$ cat src/rtl/mmul_dispatch.sv
// In-order issue buffer between the instruction source and the matmul core.
// Define MMUL_DISPATCH_STATS_EN to add the issue/stall statistics counters.
module mmul_dispatch #(
  parameter int ADDR_W          = 16,
  parameter int FIFO_DEPTH      = 4,
  parameter int MAX_OUTSTANDING = 3
) (
  input  logic              clk,
  input  logic              reset,
  input  logic              in_op,
  input  logic [ADDR_W-1:0] in_dest,
  input  logic [ADDR_W-1:0] in_src1,
  input  logic [ADDR_W-1:0] in_src2,
  input  logic              in_valid,
  output logic              in_ready,
  output logic              iss_op,
  output logic [ADDR_W-1:0] iss_dest,
  output logic [ADDR_W-1:0] iss_src1,
  output logic [ADDR_W-1:0] iss_src2,
  output logic              iss_valid,
  input  logic              iss_ready,
  input  logic              cmp_done,
  output logic [2:0]        outstanding,
  output logic              idle,
  output logic              err_underflow
`ifdef MMUL_DISPATCH_STATS_EN
  ,
  output logic [31:0]       stat_issued,
  output logic [31:0]       stat_dep_stall,
  output logic [31:0]       stat_cap_stall
`endif
);

  localparam int PTR_W = $clog2(FIFO_DEPTH);
  localparam int CNT_W = PTR_W + 1;
  localparam logic [CNT_W-1:0] FULL_CNT = CNT_W'(FIFO_DEPTH);
  localparam logic [2:0] MAX_O = 3'(MAX_OUTSTANDING);

  typedef struct packed {
    logic              op;
    logic [ADDR_W-1:0] dest;
    logic [ADDR_W-1:0] src1;
    logic [ADDR_W-1:0] src2;
  } instr_t;

  typedef enum logic [1:0] {
    IDLE,
    HOLD,
    DRAIN
  } state_t;

  instr_t           mem [FIFO_DEPTH];
  instr_t           head;
  logic [PTR_W-1:0] wr_ptr;
  logic [PTR_W-1:0] rd_ptr;
  logic [CNT_W-1:0] count;
  state_t           state;
  logic             fifo_empty;
  logic             push;
  logic             pop;
  logic             issue;
  logic [2:0]       out_nxt;

  assign fifo_empty = (count == '0);
  assign in_ready   = reset && (count != FULL_CNT);
  assign push       = in_valid && in_ready;
  assign iss_valid  = (state == HOLD) && (outstanding < MAX_O);
  assign issue      = iss_valid && iss_ready;
  assign head       = mem[rd_ptr];
  assign idle       = fifo_empty && (state == IDLE)
                   && (outstanding == '0);

  // The head is only consumed when it moves into the output register.
  assign pop = !fifo_empty
            && ((state == IDLE) || ((state == HOLD) && issue));

  always_comb begin
    out_nxt = outstanding;
    unique case ({issue, cmp_done})
      2'b10:   out_nxt = outstanding + 3'd1;
      2'b01:   if (outstanding != '0) out_nxt = outstanding - 3'd1;
      default: out_nxt = outstanding;
    endcase
  end

  always_ff @(posedge clk) begin
    if (push) mem[wr_ptr] <= {in_op, in_dest, in_src1, in_src2};
  end

  always_ff @(posedge clk) begin
    if (!reset) begin
      wr_ptr        <= '0;
      rd_ptr        <= '0;
      count         <= '0;
      state         <= IDLE;
      outstanding   <= '0;
      err_underflow <= 1'b0;
      iss_op        <= 1'b0;
      iss_dest      <= '0;
      iss_src1      <= '0;
      iss_src2      <= '0;
    end else begin
      if (push) wr_ptr <= wr_ptr + 1'b1;
      if (pop)  rd_ptr <= rd_ptr + 1'b1;
      unique case ({push, pop})
        2'b10:   count <= count + 1'b1;
        2'b01:   count <= count - 1'b1;
        default: count <= count;
      endcase
      outstanding <= out_nxt;
      if (cmp_done && !issue && (outstanding == '0))
        err_underflow <= 1'b1;
      if (pop) begin
        iss_op   <= head.op;
        iss_dest <= head.dest;
        iss_src1 <= head.src1;
        iss_src2 <= head.src2;
      end
      unique case (state)
        IDLE:
          if (pop) state <= head.op ? DRAIN : HOLD;
        DRAIN:
          // Completion in this cycle already counts toward the drain.
          if (out_nxt == '0) state <= HOLD;
        HOLD:
          if (issue) begin
            if (pop) state <= head.op ? DRAIN : HOLD;
            else     state <= IDLE;
          end
        default:
          state <= IDLE;
      endcase
    end
  end

`ifdef MMUL_DISPATCH_STATS_EN
  always_ff @(posedge clk) begin
    if (!reset) begin
      stat_issued    <= '0;
      stat_dep_stall <= '0;
      stat_cap_stall <= '0;
    end else begin
      if (issue && (stat_issued != '1))
        stat_issued <= stat_issued + 32'd1;
      if ((state == DRAIN) && (stat_dep_stall != '1))
        stat_dep_stall <= stat_dep_stall + 32'd1;
      if ((state == HOLD) && (outstanding == MAX_O)
          && (stat_cap_stall != '1))
        stat_cap_stall <= stat_cap_stall + 32'd1;
    end
  end
`endif

endmodule
$ cat config.mk
export PLATFORM = sky130hd
export DESIGN_NAME = mmul_dispatch
export DESIGN_NICKNAME = d
export VERILOG_FILES = /design/src/rtl/mmul_dispatch.sv
export SDC_FILE = /design/constraint.sdc
export NUM_CORES = 1
export LEC_CHECK = 0
export ABC_AREA = 1
export CAP_MARGIN = 0
export CORE_MARGIN = 2
export CORE_UTILIZATION = 45
export DETAILED_ROUTE_END_ITERATION = 10
export PLACE_DENSITY = 0.69
export SETUP_SLACK_MARGIN = 0.5
export SKIP_CTS_REPAIR_TIMING = 1
export SYNTH_ARGS = -nofsm -noshare
export SYNTH_HDL_FRONTEND = slang
export SYNTH_SLANG_ARGS = --single-unit
$ cat constraint.sdc
create_clock -name clk -period 3.7 [get_ports clk]
set_input_delay 0.74 -clock clk [delete_from_list [all_inputs] [get_ports clk]]
set_output_delay 0.74 -clock clk [all_outputs]
set_load 0.03 [all_outputs]
==> impl_metrics.env, run 1 <==
export IMPL_outcome="completed"
export IMPL_grt_remaining_overflow=0
export IMPL_io_pins=110
export IMPL_path_cells="inv_1, ha_1, nand2_1, nor2_1, clkdlybuf4s50_1"
export IMPL_cts_made_buffers=25
export IMPL_dp_slack_ns=0.735
export IMPL_cp_num_buf_inv=2
export IMPL_crit_family="buffers and inverters"
export IMPL_skew_ns=0.0117
export IMPL_hold_depth=2
export IMPL_totalPowerFinal_uw=9540
export IMPL_final_nets=991
export IMPL_setup_viol=0
export IMPL_core_area_um2=21600
export IMPL_drt_iter0_markers=508
export IMPL_ys_flop_type="edfxtp_1"
export IMPL_min_period_over_period_pct=75.1
export IMPL_grt_pass1_vias=6091
export IMPL_peakVddDrop_v=0.000693
export IMPL_cts_sinks=260
export IMPL_drive_gt1_share_pct=7.09
export IMPL_leakage_uw=0.00419
export IMPL_drc=0
export IMPL_cts_tree="done"
export IMPL_critPathMaxStageDelay_ns=0.67
export IMPL_clk_latency_ns=0.52
export IMPL_synth_edf_count=196
export IMPL_yosysSeqAreaShare_pct=72.8
export IMPL_synth_most_common_cell="nor2_1"
export IMPL_ys_ff_latch=260
export IMPL_clk_pin_slew_ns=0.06
export IMPL_arrival_ns=2.04
export IMPL_fin_setup_tns_ns=0
export IMPL_syn_mean_instance_area_um2=12.0
export IMPL_cts_buffer_depth=3
export IMPL_synth_area_leaders="edfxtp_1 (60%), dfxtp_1 (13%), nor2_1 (7.9%), o21ai_0 (5.2%), a31oi_1 (3.1%)"
export IMPL_syn_area_um2=9840
export IMPL_grt_max_degree=76
export IMPL_yosysTopAreaCell="edfxtp_1"
export IMPL_cts_max_level=1
export IMPL_final_hold_viol_count=0
export IMPL_fmax_ghz=0.360
export IMPL_grtUsageTotal_pct=17.2
export IMPL_hp_class="reg2reg"
export IMPL_rows=54
export IMPL_setup_worst_path_start_class="flip-flop"
export IMPL_die_x_um=152
export IMPL_via_per_inst=5.11
export IMPL_maxSlewViolCount=0
export IMPL_synth_common_cells="nor2_1 (208), edfxtp_1 (196), o21ai_0 (103)"
export IMPL_vias=6270
export IMPL_tightest_slew_ns=0.804
export IMPL_root_buffer="clkbuf_16"
export IMPL_yosysWarnings=0
export IMPL_worst_path_max_fanout=6
export IMPL_dp_hpwl_um=11200
export IMPL_worst_slack_ns=0.923
export IMPL_maxCapViolations=0
export IMPL_start_util_pct=45.5
export IMPL_die_area_um2=23100
export IMPL_crit_slowest_cell="clkdlybuf4s50_1"
export IMPL_wl_um=20100
export IMPL_io_buffer_count=109
export IMPL_synth_cell_type_count=28
export IMPL_syn_to_final_growth_pct=22.1
export IMPL_worst_setup_path_end_kind="primary output"
export IMPL_p_per_area_nw_per_um2=794
export IMPL_antenna_found_initial=1
export IMPL_gp_congestion=0.804
export IMPL_synth_top_area_share_pct=59.8
export IMPL_syn_num_nets=888
export IMPL_grt_pass1_wl_um=31600
export IMPL_post_route_min_period_ns=2.78
export IMPL_worstRegToRegCells=10
export IMPL_required_ns=2.96
export IMPL_die_height_um=152
export IMPL_slew_headroom_pct=46.4
export IMPL_antenna_left=0
export IMPL_rsz0062_at_grt="no"
export IMPL_crit_cells=5
export IMPL_syn_instance_count=823
export IMPL_crit_type="reg2out"
export IMPL_routedWlPerCell_um=16.4
export IMPL_dr_pass1_iters=5
export IMPL_async_reset_ff_share_pct=0
[power by group]
| group | switching (uW) | internal [uW] |
|---|---|---|
| clock network | 1020 | 1540 |
| registers | 312 | 3550 |
| logic | 2030 | 1100 |
[per-layer routing]
layer  wire length (um)  track usage (%)  part of all wire (%)
met1               8510             21.5                    42
met2              10100             30.5                    50
met3               1110             2.97                   5.5
met4                378             5.47                   1.9
met5                  0                0                     0
[flip-flops by register name, summed over array words and instances, names as in the netlist, named ones only]
register and flops:
iss_src1 16, count 3, state 2, err_underflow 1, wr_ptr 2, outstanding 3
iss_src2 16, iss_op 1, mem 196, iss_dest 16, rd_ptr 2
[logic make-up (layout without fill, tap and decap cells)]
kind of cell,after synthesis,in the layout,synth area share (%)
AOI/OAI and AO/OA,216,216,11.6
DFF,260,260,72.8
other,0,1,0
buffers and inverters,78,200,3.75
and+or+nand+nor,258,258,10.3
adders and majority gates,11,11,1.48
[final timing paths]
| check | start | end | slack [ns] |
|---|---|---|---|
| min reg2reg | err_underflow | err_underflow | 0.45 |
| min | err_underflow | err_underflow | 0.45 |
| max | outstanding[0] | idle | 0.92 |
| max reg2reg | count[0] | count[2] | 1.31 |
[worst reg2reg max path, delay by kind of cell, from the launching register on]
family / cells / cell delay, ns
flip-flops: 1 / 0.30
adder cells (fa/ha/maj): 2 / 0.64
AO/OA/AOI/OAI: 5 / 0.66
AND/OR/NAND/NOR: 1 / 0.46
buffers and inverters: 2 / 0.23
[cell usage in the layout, fill, tap and decap left out]
cell type / n
dfxtp_4: 1
bufinv_16: 3
nor2_2: 1
inv_2: 3
dfxtp_2: 1
nand3_2: 2
clkbuf_16: 26
o21bai_1: 1
and3_1: 2
o21ai_0: 103
diode_2: 1
dfxtp_1: 62
buf_2: 1
clkinvlp_4: 1
nand2_2: 1
inv_1: 26
o21ai_1: 48
nand4_1: 1
ha_1: 10
nor2_4: 4
edfxtp_1: 196
nor2_1: 204
clkbuf_8: 2
clkinv_4: 1
nand3_1: 7
clkinv_2: 4
a31oi_1: 49
nor3_1: 1
a21oi_1: 15
inv_6: 1
clkinv_1: 3
nand2_1: 34
clkbuf_1: 7
fa_1: 1
clkdlybuf4s50_1: 108
nand4_2: 1
buf_4: 14
[area by class of cell]
class	instances	area, um2
clock buffers	35	704
clock inverters	11	134
repair buffers	123	1190
multi-input cells	485	2330
fillers	1763	9610
inverters	31	121
well taps	280	350
flip-flops and latches	260	7170
diodes	1	2.50
[stage by stage]
step / area [um2] / hold slack (ns) / cells / utilization, %
6_report: 12000 / 0.451 / 1226 / 55.5
5_1_grt: 12000 / 0.492 / 1225 / 55.5
3_5_place_dp: 11200 / 0.446 / 1179 / 51.6
4_1_cts: 12000 / 0.455 / 1225 / 55.5
2_1_floorplan: 9850 / 0.459 / 823 / -
3_3_place_gp: 11200 / 0.442 / 1179 / 51.6
No activity file was read; power rests on OpenSTA's default activity.
==> run 2: changes to the inputs <==
Clock period 3.7 ns to 2.3 ns, I/O delays scaled along.
==> impl_metrics.env, run 2 (same netlist as run 1, synthesis figures left out) <==
export IMPL_peakVddDrop_v=0.00133
export IMPL_die_x_um=152
export IMPL_grt_max_degree=99
export IMPL_diodes=0
export IMPL_post_route_min_period_ns=1.96
export IMPL_skew_ns=0.00823
export IMPL_slew_headroom_pct=57.0
export IMPL_grt_remaining_overflow=0
export IMPL_final_hold_viol_count=0
export IMPL_worst_setup_path_end_kind="primary output"
export IMPL_required_ns=1.84
export IMPL_maxCapViolations=0
export IMPL_cts_made_buffers=26
export IMPL_setup_viol=0
export IMPL_drt_iter0_markers=371
export IMPL_grt_pass1_wl_um=31700
export IMPL_root_buffer="clkbuf_16"
export IMPL_die_area_um2=23100
export IMPL_arrival_ns=1.50
export IMPL_top_register="mem"
export IMPL_drc=0
export IMPL_rows=54
export IMPL_hp_class="in2reg"
export IMPL_fill_cells=1742
export IMPL_antenna_left=0
export IMPL_cts_buffer_depth=3
export IMPL_cts_tree="done"
export IMPL_rsz0062_at_grt="yes"
export IMPL_cts_max_level=1
export IMPL_grt_pass1_vias=6127
export IMPL_crit_type="reg2out"
export IMPL_maxSlewViolCount=0
export IMPL_multi_input_area_um2=2400
export IMPL_p_per_area_nw_per_um2=1260
export IMPL_clk_pin_slew_ns=0.06
export IMPL_outcome="completed"
export IMPL_clk_latency_ns=0.52
export IMPL_fin_setup_tns_ns=0
export IMPL_start_util_pct=45.5
export IMPL_largest_reg_flops=196
export IMPL_most_common_layout_cells="nor2_1 (204), edfxtp_1 (196), o21ai_0 (101)"
export IMPL_via_per_inst=5.18
export IMPL_vias=6424
export IMPL_core_area_um2=21600
export IMPL_worst_path_max_fanout=6
export IMPL_drive_gt1_share_pct=11.2
export IMPL_cts_sinks=260
export IMPL_hold_slack_ns=0.269
export IMPL_leakage_uw=0.00511
export IMPL_routedWlPerCell_um=16.2
export IMPL_dr_pass1_iters=4
export IMPL_io_pins=110
export IMPL_grtUsageTotal_pct=16.9
export IMPL_fmax_ghz=0.511
export IMPL_syn_to_final_growth_pct=26.6
export IMPL_register_area_um2=7190
export IMPL_setup_worst_path_start_class="flip-flop"
export IMPL_gp_congestion=0.754
export IMPL_antenna_found_initial=0
export IMPL_die_height_um=152
export IMPL_dp_hpwl_um=11500
export IMPL_tightest_slew_ns=0.645
export IMPL_io_buffer_count=109
export IMPL_wl_um=20100
export IMPL_final_nets=1004
export IMPL_final_common_cell="nor2_1"
export IMPL_min_period_over_period_pct=85.1
run 2: cell count changes in the layout (fill, tap and decap cells not counted), moves of 3 or more:
cell / previous run / this run
dlymetal6s2s_1: 0 / 53
clkinv_2: 4 / 7
dfxtp_4: 1 / 5
clkdlybuf4s50_1: 108 / 52
ha_1: 10 / 7
buf_4: 14 / 20
inv_1: 26 / 21
inv_2: 3 / 7
dfxtp_1: 62 / 56
buf_12: 0 / 7
run 2: where the power goes:
part / internal, uW / switching, uW / total, uW
logic: 1930 / 3470 / 5400
clock network: 2490 / 1680 / 4170
registers: 5720 / 367 / 6090
run 2: stage by stage:
stage | instance area, um2 | util, % | worst slack (ns) | total power [uW] | std cells
6_report | 12500 | 57.6 | 0.342 | 15700 | 1239
5_1_grt | 12500 | 57.6 | 0.197 | 16600 | 1239
4_1_cts | 12200 | 56.6 | -0.198 | 15700 | 1236
3_5_place_dp | 11400 | 52.7 | -0.0324 | 11600 | 1188
3_3_place_gp | 11400 | 52.7 | -0.0272 | 11500 | 1188
2_1_floorplan | 9940 | - | 0.142 | 9870 | 823
run 2: final cells by class:
class,count,area share [%]
clock inverters,16,1.32
well taps,280,2.81
repair buffers,135,12.1
multi-input cells,485,19.3
inverters,31,1.21
clock buffers,32,5.58
flip-flops and latches,260,57.7
run 2: per-layer routing:
metal	track usage, %	vias up	routed length, um
li1	-	3152	-
met4	4.09	0	251
met5	0	-	0
met1	22.1	3070	8700
met3	2.94	27	1200
met2	29.5	175	9980
run 2: path summary, 6_finish.rpt:
path	depth (start not counted)	from	slack [ns]	end
hold reg to reg	2	err_underflow	0.46	err_underflow
setup reg to reg	12	state[0]	0.53	count[1]
hold / removal	3	reset	0.27	state[1]
setup / recovery	5	outstanding[0]	0.34	idle
run 2: critical path: stages, from the launching register on:
cell and delay [ns]:
dfxtp_4 0.36, inv_1 0.08, ha_1 0.17, nand2_1 0.11
nor2_1 0.11, buf_4 0.17
